**config.mk**
```make
export PLATFORM = sky130hd
export DESIGN_NAME = bsg_cgol_grid
export DESIGN_NICKNAME = d
export VERILOG_FILES = /design/src/rtl/bsg_cgol_grid.sv
export SDC_FILE = /design/constraint.sdc
export NUM_CORES = 1
export LEC_CHECK = 0
export ABC_AREA = 1
export CELL_PAD_IN_SITES_DETAIL_PLACEMENT = 0
export CELL_PAD_IN_SITES_GLOBAL_PLACEMENT = 1
export CORE_MARGIN = 1
export CORE_UTILIZATION = 30
export DETAILED_ROUTE_END_ITERATION = 12
export GPL_ROUTABILITY_DRIVEN = 0
export PLACE_DENSITY_LB_ADDON = 0.1
export SLEW_MARGIN = 40
export SYNTH_ARGS = -nofsm -noshare
export SYNTH_HDL_FRONTEND = slang
export SYNTH_SLANG_ARGS = --single-unit
export TNS_END_PERCENT = 50
```
**constraint.sdc**
```tcl
create_clock -name clk_i -period 5.05 [get_ports clk_i]
set_clock_uncertainty 0.15 [all_clocks]
set_input_delay 0.7575 -clock clk_i [delete_from_list [all_inputs] [get_ports clk_i]]
set_output_delay 0.7575 -clock clk_i [all_outputs]
set_load 0.03 [all_outputs]
```
**src/rtl/bsg_cgol_grid.sv**
```systemverilog
// Conway-style cellular automaton over a width_p x height_p board with programmable birth/survive masks.
// Loads a board, runs frames_i generations (one per cycle), then presents the result until yumi_i.
module bsg_cgol_grid #(
  parameter int width_p       = 8,
  parameter int height_p      = 8,
  parameter int frame_width_p = 16,
  parameter int wrap_p        = 0
) (
  input  logic                        clk_i,
  input  logic                        reset_n_i,
  input  logic [width_p*height_p-1:0] data_i,
  input  logic [frame_width_p-1:0]    frames_i,
  input  logic [8:0]                  birth_mask_i,
  input  logic [8:0]                  survive_mask_i,
  input  logic                        v_i,
  output logic                        ready_o,
  output logic [width_p*height_p-1:0] data_o,
  output logic                        v_o,
  input  logic                        yumi_i
);

  localparam int cells_lp = width_p * height_p;

  typedef enum logic [1:0] {
    e_idle,
    e_run,
    e_done
  } state_e;

  state_e                   state_r, state_n;
  logic [cells_lp-1:0]      board_r, board_n;
  logic [frame_width_p-1:0] frames_r;
  logic [8:0]               birth_r, survive_r;
  logic                     load, step;

  always_ff @(posedge clk_i or negedge reset_n_i) begin
    if (!reset_n_i) state_r <= e_idle;
    else            state_r <= state_n;
  end

  always_comb begin
    state_n = state_r;
    ready_o = 1'b0;
    v_o     = 1'b0;
    load    = 1'b0;
    step    = 1'b0;
    case (state_r)
      e_idle: begin
        ready_o = 1'b1;
        if (v_i) begin
          load    = 1'b1;
          state_n = (frames_i == '0) ? e_done : e_run;
        end
      end
      e_run: begin
        step = 1'b1;
        // Counter of 1 means this cycle applies the last generation.
        if (frames_r == frame_width_p'(1)) state_n = e_done;
      end
      e_done: begin
        v_o = 1'b1;
        if (yumi_i) state_n = e_idle;
      end
      default: state_n = e_idle;
    endcase
  end

  always_ff @(posedge clk_i or negedge reset_n_i) begin
    if (!reset_n_i) begin
      board_r   <= '0;
      frames_r  <= '0;
      birth_r   <= '0;
      survive_r <= '0;
    end else if (load) begin
      board_r   <= data_i;
      frames_r  <= frames_i;
      birth_r   <= birth_mask_i;
      survive_r <= survive_mask_i;
    end else if (step) begin
      board_r  <= board_n;
      frames_r <= frames_r - frame_width_p'(1);
    end
  end

  assign data_o = board_r;

  for (genvar r = 0; r < height_p; r++) begin : g_row
    for (genvar c = 0; c < width_p; c++) begin : g_col
      logic [7:0] nb;
      logic [3:0] cnt;

      for (genvar k = 0; k < 9; k++) begin : g_nb
        if (k != 4) begin : g_use
          localparam int rr_raw_lp = r + k / 3 - 1;
          localparam int cc_raw_lp = c + k % 3 - 1;
          localparam bit in_grid_lp = (rr_raw_lp >= 0) && (rr_raw_lp < height_p)
                                   && (cc_raw_lp >= 0) && (cc_raw_lp < width_p);
          localparam int rr_lp   = (rr_raw_lp + height_p) % height_p;
          localparam int cc_lp   = (cc_raw_lp + width_p) % width_p;
          localparam int slot_lp = (k < 4) ? k : k - 1;
          if ((wrap_p != 0) || in_grid_lp) begin : g_live
            assign nb[slot_lp] = board_r[rr_lp*width_p + cc_lp];
          end else begin : g_dead
            assign nb[slot_lp] = 1'b0;
          end
        end
      end

      always_comb begin
        cnt = '0;
        for (int i = 0; i < 8; i++) cnt = cnt + 4'(nb[i]);
      end

      assign board_n[r*width_p + c] = board_r[r*width_p + c] ? survive_r[cnt] : birth_r[cnt];
    end
  end

endmodule

```
==> key figures, run 1 <==
Clocking
  – Root buffer cell: sky130_fd_sc_hd__clkbuf_16
  – Clock buffer depth: 2
  – Resized Gates After CTS: 0
  – Clock buffer count from CTS: 9
  – Total clock sinks: 100
  – H-tree Lvls: 3
  – Number of hold buffers added after cts: 0
  – Clock insertion delay at the later pin of the skew report: 0.43 ns
  – Clk slew on worst S/H paths: around 0.11 ns
  – # Post-CTS Setup Buffers: 0
  – CTS tree: yes

Yosys
  – Post-synth design cell area: 22800 µm²
  – Fraction of post-synthesis cell area in the top cell type by area: 17.4%
  – Ys Warns: 0
  – Cells taking the most area after synthesis: sky130_fd_sc_hd__nand2_1, sky130_fd_sc_hd__fa_1, sky130_fd_sc_hd__nand3_1
  – Synth area leader: sky130_fd_sc_hd__nand2_1
  – Number of flip-flops and latches in the synthesized netlist: 100
  – Synth async-reset ratio: 100%
  – Total nets after synthesis: 4064
  – Sequential share of the synthesized area: 11.0%
  – Number of synthesized flops with an enable pin: 0
  – Main flop type after synthesis: sky130_fd_sc_hd__dfrtp_1
  – Post-synthesis cell type count: 37
  – Syn_area_per_cell: 6.27 µm²
  – Count of mapped cells out of synthesis: 3629

Setup path
  – Critical path capture point type: flop
  – Arrival time reported for the critical path endpoint: roughly 4.5 ns
  – Number of buffer and inverter instances along the worst setup path: 3
  – Type of the worst setup path: flop to flop
  – Length in cells of the worst reg-to-reg path: 16
  – Cell at the slowest stage of the critical path: sky130_fd_sc_hd__fa_1
  – Data required time at the worst endpoint: 5.22 ns
  – Endpoint of the lowest-slack register-to-register path: data_o[29]$_DFFE_PN0P_
  – Longest individual stage delay on the worst path: 0.61 ns
  – Top delay family on crit path: adder cells
  – Launch instance of the worst register-to-register path: data_o[21]$_DFFE_PN0P_
  – Worst path most repeated cell: sky130_fd_sc_hd__nand2_1
  – CP Cell Sequence: inv_1 -> fa_1 -> fa_1 -> fa_1 -> inv_1 -> ha_1 -> fa_1 -> inv_1 -> nand3_1 -> nand3_1 -> nand3b_1 -> nand2_1 -> nand2_1 -> nand2_1 -> nand2_1 -> nand2_1
  – Startpoint type of the worst setup path: flop
  – Flop-to-flop setup slack: 0.71 ns
  – Critical path peak fanout: 11

Global routing
  – Global-route wire length before repair: 157000 µm
  – Number of global-route vias before repair: 23.5k
  – Maximum number of pins on one net before global-route repair: 58
  – Antenna violations before repair: 1
  – Met2 Use GR: 44.3%
  – Grt ovf: 0
  – Met3 Resource Use GR: 2.71%
  – GR Util All Layers: 27.2%
  – Met1 Track Usage GR: between 30 and 40%
  – Most heavily used metal layer in global routing: met2

Die
  – Chip Width: between 200 and 300 µm
  – Std-Cell Core Area: 74800 µm²
  – Die area: 77000 µm²
  – Initial cell density of the core: 30.4%
  – Top-level I/O count: 168
  – Die height: 277 µm
  – # rows: 100

Detailed routing
  – # DRC: 0
  – Detailed-route via count: 24.7k
  – Detailed Routing Iterations Pass 1: 6
  – Initial DRC count: 2148
  – Final routed wirelength across all metal layers: 106000 µm
  – Via density per instance: between 5 and 6
  – Per-cell routed wire length: around 23 µm
  – Post-route ant nets: 0

Timing
  – Final setup violating endpoints: 0
  – Highest attainable clock frequency: about 0.23 GHz
  – Setup tns final: 0 ns
  – Worst max-slew margin expressed relative to the limit: 41.7%
  – Min cycle time layout: 4.34 ns
  – Final Hold Fails: 0
  – Max Transition Viols Final: 0
  – Least-Margin Pin Slew: 0.875 ns
  – Setup repair after global routing missed its margin: false
  – Final period utilization: 85.9%

Power and ir drop
  – Peak ir drop on the vdd network: 0.148 mV
  – Leakage power summed over all cells: around 11 nW
  – Areal power density over the cells: 70.2 nW/µm²

Finish
  – Fraction of layout instances using a drive strength above 1: about 4.2%
  – Utilization after layout: 34.3%
  – Nets: approximately 4.1k
  – Number of inserted diodes: 0
  – Synthesis-to-layout area growth: 12.8%

Run
  – Total of max-cap violations: 0

Run status
  – Status: completed

Place
  – IO buf count: approximately 170
  – Sum of net half-perimeters after detailed placement: 70100 µm

Min path
  – Worst min-delay path category: primary input to async pin
-- synthesized netlist by cell type, drive strengths merged (5+ instances only) --
master / n
nand2: 1055
o221ai: 7
nor2: 140
nand4: 13
ha: 137
o211ai: 71
fa: 196
o2111ai: 26
a21oi: 275
xnor2: 6
clkbuf: 62
xor2: 34
a21o: 22
nand3b: 30
and3: 5
nand3: 541
buf: 148
inv: 488
o21ai: 264
dfrtp: 100
-- metal layers --
metal | routed length, µm | share of wire, % | vias to the layer above
met5 | 0 | 0 | -
met1 | 49900 | 47 | 11818
met4 | 1690 | 1.6 | 0
met2 | 48500 | 46 | 806
met3 | 5880 | 5.5 | 100
li1 | - | - | 11962
-- kinds of logic after synthesis --
kind of cell,count (synthesis),synth area share [%]
compound gates,670,16.5
simple gates,1787,33.3
buf+inv,699,13.0
xor+xnor,40,1.54
flops,100,11.0
fa+ha+maj,333,24.8
-- worst max path at each step --
stage	startpoint	endpoint	slack, ns	depth (start not counted)
floorplan	data_o[34]$_DFFE_PN0P_	data_o[42]$_DFFE_PN0P_	0.99	18
detailed placement	data_o[21]$_DFFE_PN0P_	data_o[30]$_DFFE_PN0P_	0.71	16
global route	data_o[21]$_DFFE_PN0P_	data_o[30]$_DFFE_PN0P_	0.42	16
global placement	data_o[21]$_DFFE_PN0P_	data_o[29]$_DFFE_PN0P_	0.74	16
finish	data_o[21]$_DFFE_PN0P_	data_o[29]$_DFFE_PN0P_	0.71	16
CTS	data_o[21]$_DFFE_PN0P_	data_o[30]$_DFFE_PN0P_	0.70	16
-- final cells by class --
| cell class | instances | area [µm²] |
|---|---|---|
| clock buffer | 9 | 225 |
| clock inverter | 7 | 95.1 |
| tap | 969 | 1210 |
| fill | 8298 | 49100 |
| timing repair buffer | 271 | 2480 |
| sequential | 100 | 2500 |
| inverter | 489 | 1850 |
| multi-input combinational | 2830 | 17300 |
-- sequential cells by signal, indices dropped and copies added (netlist names) --
| signal | flops |
|---|---|
| birth_r | 9 |
| data_o | 64 |
| frames_r | 16 |
| state_r | 2 |
| survive_r | 9 |
-- cell usage in the layout (no fill, tap or decap) --
cell type	synthesis	final
sky130_fd_sc_hd__a21o_1	22	22
sky130_fd_sc_hd__a21oi_1	269	269
sky130_fd_sc_hd__a21oi_2	6	6
sky130_fd_sc_hd__a31o_2	2	2
sky130_fd_sc_hd__and3_1	5	5
sky130_fd_sc_hd__buf_12	0	2
sky130_fd_sc_hd__buf_4	20	101
sky130_fd_sc_hd__buf_6	14	2
sky130_fd_sc_hd__bufinv_16	0	1
sky130_fd_sc_hd__clkbuf_16	0	9
sky130_fd_sc_hd__clkdlybuf4s50_1	0	166
sky130_fd_sc_hd__clkinv_2	0	4
sky130_fd_sc_hd__clkinv_8	0	1
sky130_fd_sc_hd__dfrtp_1	100	99
sky130_fd_sc_hd__dfrtp_2	0	1
sky130_fd_sc_hd__fa_1	196	196
sky130_fd_sc_hd__ha_1	137	137
sky130_fd_sc_hd__inv_1	472	470
sky130_fd_sc_hd__inv_2	15	11
sky130_fd_sc_hd__inv_4	1	3
sky130_fd_sc_hd__inv_6	0	4
sky130_fd_sc_hd__inv_8	0	2
sky130_fd_sc_hd__nand2_1	1054	1054
sky130_fd_sc_hd__nand2_4	1	1
sky130_fd_sc_hd__nand3_1	541	541
sky130_fd_sc_hd__nand3b_1	30	30
sky130_fd_sc_hd__nand4_1	13	13
sky130_fd_sc_hd__nor2_1	137	137
sky130_fd_sc_hd__nor2_4	2	3
sky130_fd_sc_hd__nor3_1	2	2
sky130_fd_sc_hd__nor3_2	1	1
sky130_fd_sc_hd__o2111ai_1	26	26
sky130_fd_sc_hd__o211ai_1	71	71
sky130_fd_sc_hd__o21a_1	1	1
sky130_fd_sc_hd__o21ai_0	221	221
sky130_fd_sc_hd__o21ai_1	43	43
sky130_fd_sc_hd__o21bai_1	2	2
sky130_fd_sc_hd__o221ai_1	7	7
sky130_fd_sc_hd__xnor2_1	6	6
sky130_fd_sc_hd__xor2_1	34	34
-- metrics by stage --
| stage | power, mW | hold WS (ns) | instances | setup slack, ns | instance area (µm²) |
|---|---|---|---|---|---|
| after global routing | 1.85 | 0.155 | 4675 | 0.416 | 25700 |
| after CTS | 1.83 | 0.139 | 4675 | 0.701 | 25700 |
| final | 1.80 | 0.116 | 4675 | 0.713 | 25700 |
| after detailed placement | 0.927 | 0.357 | 4659 | 0.708 | 25400 |
| after floorplan | 0.820 | 0.312 | 3629 | 0.986 | 22800 |
| after global placement | 0.927 | 0.349 | 4658 | 0.741 | 25300 |
-- where the power goes --
part	switching (mW)	internal, mW	total, mW
Combinational	0.0386	0.0700	0.109
Sequential	0	0.800	0.800
Clock	0.490	0.405	0.895
Total	0.529	1.27	1.80
-- worst register-to-register path, cell delays in order (launching register included) --
cell and delay [ns]:
sky130_fd_sc_hd__dfrtp_1 0.52, sky130_fd_sc_hd__inv_1 0.60, sky130_fd_sc_hd__fa_1 0.56, sky130_fd_sc_hd__fa_1 0.46, sky130_fd_sc_hd__fa_1 0.49, sky130_fd_sc_hd__inv_1 0.04, sky130_fd_sc_hd__ha_1 0.19, sky130_fd_sc_hd__fa_1 0.61
sky130_fd_sc_hd__inv_1 0.12, sky130_fd_sc_hd__nand3_1 0.09, sky130_fd_sc_hd__nand3_1 0.06, sky130_fd_sc_hd__nand3b_1 0.10, sky130_fd_sc_hd__nand2_1 0.05, sky130_fd_sc_hd__nand2_1 0.05, sky130_fd_sc_hd__nand2_1 0.05, sky130_fd_sc_hd__nand2_1 0.05
sky130_fd_sc_hd__nand2_1 0.04
(Power assumes the default switching activity.)
==> run 2, diff against run 1 <==
--- a/config.mk
+++ b/config.mk
@@ -6,6 +6,7 @@
 export NUM_CORES = 1
 export LEC_CHECK = 0
 export ABC_AREA = 1
+export CAP_MARGIN = 20
 export CELL_PAD_IN_SITES_DETAIL_PLACEMENT = 0
 export CELL_PAD_IN_SITES_GLOBAL_PLACEMENT = 1
 export CORE_MARGIN = 1
==> results of run 2 <==
The final DEF is identical to that of run 1; final timing and power are the same.
